<file path="config.mk">
export PLATFORM = sky130hd
export DESIGN_NAME = mem_ctrl
export DESIGN_NICKNAME = d
export VERILOG_FILES = /design/src/rtl/mem_ctrl.sv
export SDC_FILE = /design/constraint.sdc
export NUM_CORES = 1
export LEC_CHECK = 0
export ABC_AREA = 1
export BUFFER_PORTS_ARGS = -buffer_cell sky130_fd_sc_hd__clkbuf_2
export CORE_UTILIZATION = 40
export CTS_BUF_LIST = sky130_fd_sc_hd__clkbuf_2 sky130_fd_sc_hd__clkbuf_4 sky130_fd_sc_hd__clkbuf_8
export DETAILED_ROUTE_END_ITERATION = 6
export SLEW_MARGIN = 30
export SYNTH_ARGS = -nofsm -noshare
export SYNTH_HDL_FRONTEND = slang
export SYNTH_SLANG_ARGS = --single-unit
</file>
<file path="constraint.sdc">
create_clock -name clk -period 6.2 [get_ports clk]
set_clock_uncertainty 0.05 [all_clocks]
set_input_delay 1.55 -clock clk [delete_from_list [all_inputs] [get_ports clk]]
set_output_delay 1.55 -clock clk [all_outputs]
set_load 0.05 [all_outputs]
</file>
<file path="src/rtl/mem_ctrl.sv">
// mem_ctrl: byte-serial memory controller. It arbitrates instruction fetches
// and load/store requests onto an 8-bit RAM port. Each access moves one byte per
// cycle, little-endian. A load or fetch assembles the bytes into a zero-extended
// word. A store streams out the low N bytes of its write data.
// RAM read timing: the byte for the address driven in a cycle is captured on the
// rising edge that ends that cycle. So a read of N bytes reports done in cycle
// N+1 after the accept edge.
module mem_ctrl (
  input  logic        clk,
  input  logic        rst,
  input  logic        rdy,
  input  logic        jmp_e,
  input  logic        if_req,
  input  logic [31:0] if_addr,
  output logic [31:0] if_data,
  output logic        if_done,
  input  logic        mem_req,
  input  logic        mem_we,
  input  logic [1:0]  mem_size,
  input  logic [31:0] mem_addr,
  input  logic [31:0] mem_wdata,
  output logic [31:0] mem_rdata,
  output logic        mem_done,
  output logic [31:0] ram_a,
  output logic [7:0]  ram_dout,
  output logic        ram_wr,
  input  logic [7:0]  ram_din,
  output logic        if_stall_req,
  output logic        mem_stall_req
);

  typedef enum logic [1:0] {
    IDLE   = 2'd0,
    IF_RD  = 2'd1,
    MEM_RD = 2'd2,
    MEM_WR = 2'd3
  } state_t;

  state_t      state;
  logic [2:0]  cnt;        // index of the byte currently on the RAM port
  logic [2:0]  last;       // index of the final byte, N-1
  logic [2:0]  cnt_nx;
  logic [31:0] wdata;      // store data latched at accept
  logic        wr_q;
  logic        if_done_q;
  logic        mem_done_q;

  // Index of the last byte for a given access size; 11 behaves like a word.
  function automatic logic [2:0] last_idx(input logic [1:0] size);
    case (size)
      2'b00:   return 3'd0;
      2'b01:   return 3'd1;
      default: return 3'd3;
    endcase
  endfunction

  assign cnt_nx = cnt + 3'd1;

  // NOTE: rdy gates the strobes combinationally. A frozen controller therefore
  // never writes the RAM or signals done, and the registered strobe reappears
  // unchanged once rdy returns.
  assign ram_wr        = wr_q & rdy;
  assign if_done       = if_done_q & rdy;
  assign mem_done      = mem_done_q & rdy;
  assign if_stall_req  = if_req & ~if_done;
  assign mem_stall_req = mem_req & ~mem_done;

  // Controller FSM. It owns the RAM port registers, the byte counter and the
  // assembled read data.
  // NOTE: state registers use non-blocking assignments only. Every flop sees
  // the pre-edge values of the others, so update order inside the block is
  // irrelevant.
  always_ff @(posedge clk or negedge rst) begin
    if (!rst) begin
      state      <= IDLE;
      cnt        <= '0;
      last       <= '0;
      wdata      <= '0;
      ram_a      <= '0;
      ram_dout   <= '0;
      wr_q       <= 1'b0;
      if_data    <= '0;
      mem_rdata  <= '0;
      if_done_q  <= 1'b0;
      mem_done_q <= 1'b0;
    end else if (rdy) begin
      if_done_q  <= 1'b0;
      mem_done_q <= 1'b0;
      case (state)
        IDLE: begin
          // Skip the cycle in which a done pulse is shown, so the completing
          // request is not accepted a second time.
          if (!if_done_q && !mem_done_q) begin
            if (mem_req) begin
              ram_a <= mem_addr;
              cnt   <= '0;
              last  <= last_idx(mem_size);
              if (mem_we) begin
                state    <= MEM_WR;
                wdata    <= mem_wdata;
                ram_dout <= mem_wdata[7:0];
                wr_q     <= 1'b1;
              end else begin
                state     <= MEM_RD;
                mem_rdata <= '0;
              end
            end else if (if_req && !jmp_e) begin
              state   <= IF_RD;
              ram_a   <= if_addr;
              cnt     <= '0;
              last    <= 3'd3;
              if_data <= '0;
            end
          end
        end

        IF_RD: begin
          if (jmp_e) begin
            // Flushed fetch: drop it silently and keep ram_a where it was.
            state <= IDLE;
            cnt   <= '0;
          end else begin
            if_data[{cnt[1:0], 3'b000} +: 8] <= ram_din;
            if (cnt == last) begin
              state     <= IDLE;
              cnt       <= '0;
              if_done_q <= 1'b1;
            end else begin
              cnt   <= cnt_nx;
              ram_a <= ram_a + 32'd1;
            end
          end
        end

        MEM_RD: begin
          mem_rdata[{cnt[1:0], 3'b000} +: 8] <= ram_din;
          if (cnt == last) begin
            state      <= IDLE;
            cnt        <= '0;
            mem_done_q <= 1'b1;
          end else begin
            cnt   <= cnt_nx;
            ram_a <= ram_a + 32'd1;
          end
        end

        MEM_WR: begin
          if (cnt == last) begin
            state      <= IDLE;
            cnt        <= '0;
            wr_q       <= 1'b0;
            mem_done_q <= 1'b1;
          end else begin
            cnt      <= cnt_nx;
            ram_a    <= ram_a + 32'd1;
            ram_dout <= wdata[{cnt_nx[1:0], 3'b000} +: 8];
          end
        end

        default: state <= IDLE;
      endcase
    end
  end

endmodule

</file>
# Word level (Yosys, flattened, before mapping)
# Cells that the tools add are included.
# word_totals
in_bits	113
mem_bits_rw	0
romBits	0
ff_bits	147
elab_cells	106
latchBits	0
n_memories	0
# op_classes
n_reduce_logical	20
n_lt_le_gt_ge	0
muxes	47
shift	3
n_eq_ne	15
mul	0
n_div	0
n_bitwise	7
addsub	3
# op_table
operator	count
32-bit two-way mux	12
32-bit case mux with 2 select lines	2
32-bit case mux with 3 select lines	1
32-bit bitwise mux	2
32-bit by 1-bit adder with 32-bit output (second input constant)	1
8-bit two-way mux	4
8-bit by 7-bit variable shift with 32-bit output (first input constant)	1
32-bit by 6-bit variable part select with 8-bit output	1
8-bit by 7-bit variable part select with 32-bit output	1
3-bit two-way mux	7
2-bit != test (second input constant)	9
6-bit AND reduction	3
8-bit case mux with 2 select lines	1
2-bit two-way mux	5
5-bit AND reduction	2
1-bit two-way mux	9
3-bit case mux with 3 select lines	1
4-bit AND reduction	2
2-bit nonzero test	4
5-bit negation with 7-bit output	1
2-bit case mux with 3 select lines	1
1-bit AND	5
2-bit by 1-bit == test with 1-bit output (second input constant)	2
2-bit == test (second input constant)	2
11 further kinds	16

# Logic depth before layout (Yosys ltp)
# Gate-level depths: netlist (run 1).
# logic_depth
ltp_word	6
ltp_mapped	11
depth_no_buf	11

# Worst setup path after synthesis (run 1)
# Ideal clock, no wire load.
# synth_timing
path_kind	in2out
start	in rdy
end	out if_stall_req
path_buffers	1
cell_stages	4
slack_ps	1880
required_time_ps	4600
arrival_ps	2720
path_cell_list	clkbuf_1 > nand2_1 > inv_1 > nor2_1
# synth_via
elab_chain_len	3
# synth_lines
item	line_no	source
start, declared	11	input logic rdy,
1-bit AND	63	assign if_done = if_done_q & rdy;
via if_done	16	output logic if_done,
1-bit NOT	65	assign if_stall_req = if_req & ~if_done;
1-bit AND	65	
end, declared	28	output logic if_stall_req,
# The timed path passes the listed nets, and every way through them passes these cells.

# Worst setup path after layout (run 1)
# layout_timing
start	in rdy
end	out mem_stall_req
# layout_via
elab_chain_len	3
# layout_lines
item	line_no	source
1-bit AND	64	assign mem_done = mem_done_q & rdy;
1-bit NOT	66	assign mem_stall_req = mem_req & ~mem_done;
1-bit AND	66	
end, declared	29	output logic mem_stall_req
# No other way between the ends.

==> results of run 1 <==
worst min-delay path, cell delays in order, from the launching register on:
cell     delay (ps)
dfrtp_1         350
nand2_1          60
o21ai_2          50
cells by family after synthesis:
logic type	Yosys count	synth area share, %
simple gates	541	27.45
compound gates	182	14.28
buf+inv	157	8.163
flops	146	44.63
mux	30	4.127
fa+ha+maj	6	0.9171
xor+xnor	4	0.4281
synthesized netlist by cell type, types with 3 or more instances:
master	n
inv_1	107
nor3_1	19
xor2_1	3
mux2_2	30
a22oi_1	20
nor2_1	102
a21oi_4	4
o22ai_1	3
nand3_2	4
o21ai_2	32
buf_2	21
nor2_2	3
ha_1	6
nand4_1	20
dfrtp_1	146
nand2_1	324
clkbuf_1	16
a21oi_1	18
nand3_1	64
buf_6	7
inv_2	4
o211ai_1	6
o21ai_0	93
final cells by class:
type	count	area share, %
tap	265	3.364
timing repair buffer	231	12.07
multi-input combinational	763	39.28
clock buffer	20	2.729
inverter	112	4.266
clock inverter	12	1.219
sequential	146	37.07
placed cells by master (no fill, tap or decap), types with 3 or more instances in the layout:
cell	instances
a21oi_4	4
clkbuf_8	20
buf_4	10
nand3_2	4
o22ai_1	3
o211ai_1	6
inv_6	6
clkbuf_2	220
nor2_1	99
nor2_2	6
a21oi_1	18
nand2_1	324
inv_1	107
ha_1	6
inv_2	4
nand3_1	64
nand4_1	20
xor2_1	3
o21ai_2	32
o21ai_0	93
nor3_1	19
dfrtp_1	146
a22oi_1	20
clkinvlp_4	5
mux2_2	30
power groups by stage:
stage               Combinational [mW]  Sequential (mW)  Clock [mW]
floorplan                         1.32             2.18           0
global placement                  2.52             1.59           0
detailed placement                2.54             1.60           0
CTS                               2.55             1.58       0.769
global route                      2.80             1.63       0.813
finish                            2.53             1.58       0.748
per-layer routing:
layer	track usage, %	part of all wire (%)
met5	0	0
met4	5.000	0.63
met3	4.717	5.8
met2	36.15	47
met1	32.00	46
worst max-delay path by stage:
stage,from,end,slack [ps],cells past startpoint
finish,rdy,mem_stall_req,2360,5
global route,rdy,mem_stall_req,2260,5
CTS,rdy,if_stall_req,2350,5
detailed placement,rdy,if_stall_req,2360,5
global placement,rdy,if_stall_req,2380,5
floorplan,rdy,if_stall_req,1880,4
per-stage QoR:
stage | area (um^2) | power, mW | worst slack (ps) | util, %
6_report | 9856 | 4.853 | 2359 | 49.82
5_1_grt | 9856 | 5.245 | 2265 | 49.82
4_1_cts | 9853 | 4.896 | 2352 | 49.81
3_5_place_dp | 9464 | 4.136 | 2356 | 47.84
3_3_place_gp | 9464 | 4.110 | 2377 | 47.84
2_1_floorplan | 8185 | 3.502 | 1880 | -
state kept, by name (all words and copies together) (netlist names):
| name | flops |
|---|---|
| state | 2 |
| mem_done_q | 1 |
| if_done_q | 1 |
| cnt | 3 |
| mem_rdata | 32 |
| ram_a | 32 |
| last | 2 |
| if_data | 32 |
| ram_dout | 8 |
| wr_q | 1 |
| wdata | 32 |
==> results.tsv, run 1 <==
stage	metric	value	unit
final_layout	Reg area	0.003654	mm^2
timing	Fin. Hold Viols	0	
synth	Mapped Nets	1185	
power	VDD IR max	0.0002381	V
timing	worst hold margin	438.4	ps
route	Routed Antenna Nets	0	
global_routing	first-pass GRT wire length	38460	um
power	clock share of power	15.4	%
floorplanning	Site Rows	51	
setup_path	CP max-delay cell	clkbuf_2	
global_routing	Tot GR Track Use	22.81	%
floorplanning	IO Count	222	
final_layout	layout cells sized above 1	27.10	%
timing	final setup vio count	0	
timing	RSZ-0062 raised after global routing	false	
global_routing	global route overflow	0	
place	Routability Congestion	0.8499	
place	Placed Cells	1517	
route	DR WL/cell	14.96	um
power	Lkg Pwr	5.015	nW
setup_path	Worst R2R End	ram_a[11]	
clock_tree	H-tree levels	4	
synth	asr flop ratio synth	100.0	%
clock_tree	root buf cell	clkbuf_8	
global_routing	vias in the first global route	7290	
final_layout	final net count	1390	
place	IO Port Bufs	221	
setup_path	Max FO, Critical Path	9	
clock_tree	post_cts resized	0	
synth	Synth area leader	dfrtp_1	
floorplanning	Core ar.	0.01978	mm^2
timing	Least-Margin Pin Slew	824.6	ps
setup_path	Worst Path Required	4600	ps
flow_run	Max-Cap Viols	0	
route	Iter 0 DRT Violations	579	
timing	Slew headroom	45.03	%
setup_path	delay-heaviest family, CP	buffers and inverters	
clock_tree	Clock Latency Late Sink	450	ps
synth	register area share after synthesis	44.63	%
hold_path	Hold Path Sink	if_data[2]	
clock_tree	Reg clk slew, reported paths	80	ps
power	switching part of the total	52.90	%
setup_path	CP cell instances	clkbuf_2 -> nand2_1 -> inv_1 -> nor2_1 -> clkbuf_2	
floorplanning	Die Footprint	0.02104	mm^2
timing	period utilization	61.95	%
setup_path	R2R setup slack	3080	ps
run_status	outcome	finished, final reports clean	
final_layout	ant diodes	0	
power	power share of the sequential group	32.5	%
setup_path	kind of critical path	in -> out	
hold_path	critical hold path startpoint	if_data[2]	
hold_path	hold path depth	2	
synth	EDFF count, synth	0	
clock_tree	clk sinks	146	
setup_path	crit-path most repeated cell	clkbuf_2	
clock_tree	CTS buffer count	17	
floorplanning	Chip Height	145.1	um
clock_tree	Hold Buf Count CTS	0	
synth	number of synthesized register bits	146	
power	pwr/cell area	492.4	mW/mm^2
global_routing	initial antenna violation count	0	
synth	ys flop type	dfrtp_1	
final_layout	multi-input logic area	0.003871	mm^2
setup_path	Critical Path End Type	output port	
synth	count of different cell masters after synthesis	35	
final_layout	non-filler cells, final	1549	
synth	synthesized area per cell	7.679	um^2
final_layout	Area Overhead vs Synth	20.41	%
setup_path	worst r2r src	state[1]	
hold_path	HP Class	reg -> reg	
setup_path	crit-path max cell delay	280	ps
setup_path	CP arrival	2240	ps
timing	Slew Viols, Final	0	
floorplanning	Initial Util	41.38	%
clock_tree	CTS tree	done	
clock_tree	Max clock buf depth	2	
timing	min cycle time layout	3841	ps
route	DR vias	7657	
route	detailed-route DRC error count	0	
clock_tree	post-CTS setup buffers	0	
timing	Fmax	260.4	MHz
route	Vias/cell	4.943	
final_layout	filler cell count	2016	
global_routing	largest net degree at the start of global routing	100	
route	total length of routed wires	23170	um
power	net switching power	2.567	mW
synth	Mapped Area	0.008185	mm^2
synth	number of warnings issued by yosys	0	
setup_path	Worst Path Buf+Inv	3	
power	Pint	2.286	mW
timing	setup TNS	0	ps
route	drt pass-1 iters	5	
place	DPL Wire Length	16840	um
setup_path	CP Launch Type	primary input	
synth	Gate Count Post-Synth	1066	
power	Comb pwr share	52.1	%
synth	post-synth top area share	44.63	%
synth	synth top area cells	dfrtp_1 45%, nand2_1 15%, o21ai_0 5.7%, inv_1 4.9%, nor2_1 4.7%	
floorplanning	die width	145.1	um
setup_path	FF-to-FF path depth	9	
No activity file was read; power rests on OpenSTA's default activity.
==> run 2, diff against run 1 <==
ABC_AREA = 0   (was 1)
PLACE_DENSITY = 0.67   (was default)
clock period = 3.35 ns   (was 6.2 ns; I/O delays follow)
==> run 2 against run 1 <==
Sequential power rose by 86%. Flip-flop and latch count did not move. Synthesized area fell by 6.3%. Global-route usage fell by 1.5 points. Critical endpoint is now ram_a[0]. Highest routed layer unchanged.
==> results.tsv, run 2 <==
stage	metric	value	unit
place	DPL Wire Length	14650	um
clock_tree	clk sinks	146	
setup_path	Max FO, Critical Path	48	
place	post-place setup slack	703.6	ps
global_routing	initial antenna violation count	0	
route	detailed-route DRC error count	0	
place	IO Port Bufs	221	
final_layout	fin util	50.13	%
setup_path	CP endpoint	ram_a[0]	
setup_path	start point of the critical path	state[0]	
route	DR WL/cell	16.72	um
final_layout	Final Cell Area	0.009408	mm^2
power	VDD IR max	0.0005814	V
flow_run	Max-Cap Viols	0	
synth	Mapped Nets	910	
clock_tree	Max clock buf depth	2	
floorplanning	Initial Util	40.87	%
final_layout	Area Overhead vs Synth	22.66	%
global_routing	Tot GR Track Use	21.33	%
timing	Least-Margin Pin Slew	898.3	ps
setup_path	CP max-delay cell	buf_4	
power	pwr/cell area	941.6	mW/mm^2
synth	number of synthesized register bits	146	
setup_path	R2R setup slack	660	ps
place	Placement Cell Area	0.008989	mm^2
power	switching part of the total	49.44	%
route	DR vias	6690	
synth	synthesized area per cell	9.696	um^2
hold_path	HP Class	in -> async	
timing	Fin. Hold Viols	0	
timing	min cycle time layout	2691	ps
route	Iter 0 DRT Violations	385	
final_layout	Reg area	0.003654	mm^2
power	Pint	4.478	mW
clock_tree	Clock Latency Late Sink	450	ps
floorplanning	Chip Height	140.5	um
power	net switching power	4.380	mW
power	Lkg Pwr	4.257	nW
setup_path	CP Launch Type	register	
route	drt pass-1 iters	6	
synth	Mapped Area	0.007670	mm^2
setup_path	CP arrival	2970	ps
final_layout	layout cells sized above 1	33.90	%
run_status	outcome	finished, final reports clean	
final_layout	non-filler cells, final	1240	
setup_path	crit-path max cell delay	420	ps
global_routing	first-pass GRT wire length	33150	um
final_layout	ant diodes	0	
final_layout	multi-input logic area	0.003523	mm^2
clock_tree	Hold Buf Count CTS	0	
place	Routability Congestion	0.8101	
setup_path	CP cell instances	buf_4 -> or2_2 -> buf_4 -> o311ai_0 -> a21o_1 -> buf_4 -> or3_1 -> o311ai_0	
setup_path	worst r2r src	state[0]	
synth	commonest cells in the netlist	146 x dfrtp_1, 88 x o21ai_0, 80 x nand3_1	
synth	Synth area leader	dfrtp_1	
synth	post-synth top area share	47.63	%
clock_tree	H-tree levels	4	
synth	EDFF count, synth	0	
clock_tree	root buf cell	clkbuf_8	
floorplanning	Site Rows	50	
global_routing	vias in the first global route	6313	
floorplanning	die width	140.5	um
timing	worst setup margin	658.8	ps
floorplanning	Core ar.	0.01877	mm^2
power	Comb pwr share	50.2	%
route	total length of routed wires	20730	um
place	Placed Cells	1208	
power	clock share of power	16.6	%
synth	synth top area cells	dfrtp_1 48%, mux2_2 6.2%, o21ai_0 5.7%, nand3_1 5.2%, inv_1 3.8%	
synth	ys flop type	dfrtp_1	
clock_tree	CTS tree	done	
final_layout	filler cell count	1777	
synth	register area share after synthesis	47.63	%
setup_path	Worst Path Required	3620	ps
clock_tree	Reg clk slew, reported paths	80	ps
setup_path	Critical Path End Type	register	
setup_path	crit-path most repeated cell	buf_4	
clock_tree	post_cts resized	0	
route	Vias/cell	5.395	
synth	count of different cell masters after synthesis	58	
final_layout	commonest non-fill, non-tap cell in the layout	clkbuf_2	
synth	Gate Count Post-Synth	791	
global_routing	global route overflow	0	
power	Power Total	8.858	mW
timing	Fmax	371.6	MHz
timing	Slew headroom	40.11	%
route	Routed Antenna Nets	0	
synth	count leader, synth	dfrtp_1	
floorplanning	IO Count	222	
timing	worst hold margin	356.6	ps
timing	Slew Viols, Final	0	
timing	RSZ-0062 raised after global routing	false	
setup_path	FF-to-FF path depth	8	
timing	final setup vio count	0	
timing	setup TNS	0	ps
timing	period utilization	80.34	%
floorplanning	Die Footprint	0.01973	mm^2
synth	asr flop ratio synth	100.0	%
final_layout	commonest cells after routing, fill and taps aside	220 x clkbuf_2, 146 x dfrtp_1, 88 x o21ai_0	
power	power share of the sequential group	33.2	%
clock_tree	post-CTS setup buffers	0	
setup_path	kind of critical path	reg -> reg	
final_layout	final net count	1112	
setup_path	Worst R2R End	ram_a[0]	
clock_tree	CTS buffer count	17	
synth	number of warnings issued by yosys	0	
global_routing	largest net degree at the start of global routing	72	
## run 2: how the worst min path moves through the flow
| stage | from | to | cells after the start |
|---|---|---|---|
| finish | rst | mem_rdata[19] | 1 |
| floorplan | wdata[24] | wdata[24] | 1 |
| global placement | wdata[4] | wdata[4] | 1 |
| CTS | rst | mem_rdata[23] | 1 |
| global route | rst | mem_rdata[23] | 1 |
| detailed placement | wdata[27] | wdata[27] | 1 |
## run 2: critical path, delay by kind of cell, from the launching register on
kind            cells  cell delay (ps)
buf+inv             3              910
compound gates      3              730
simple gates        2              540
flops               1              330
## run 2: power groups by stage
stage / clock network, mW / logic (mW) / registers [mW]
final: 1.47 / 4.45 / 2.94
after global routing: 1.58 / 4.78 / 3.03
after CTS: 1.51 / 4.47 / 2.93
after detailed placement: 0 / 4.46 / 2.96
after global placement: 0 / 4.40 / 2.95
after floorplan: 0 / 2.01 / 4.28
## run 2: layer usage
metal / vias to the layer above / track usage [%] / share of wire (%)
li1: 3236 / - / -
met1: 3200 / 28.51 / 46
met2: 239 / 34.92 / 47
met3: 15 / 4.991 / 5.6
met4: 0 / 5.320 / 0.77
met5: - / 0 / 0
## run 2: cell families after synthesis
kind of cell    after synthesis  share of synthesized area (%)
simple gates                228                          15.46
compound gates              205                          17.34
flops                       146                          47.63
buf+inv                     129                          6.574
mux                          75                          11.78
fa+ha+maj                     6                         0.9788
xor+xnor                      2                         0.2284
## run 2: layout make-up
class	instances	area share [%]
clock buffers	22	3.152
clock inverters	10	1.303
inverters	77	3.072
multi-input cells	516	37.45
flip-flops and latches	146	38.83
well taps	234	3.112
repair buffers	235	13.07
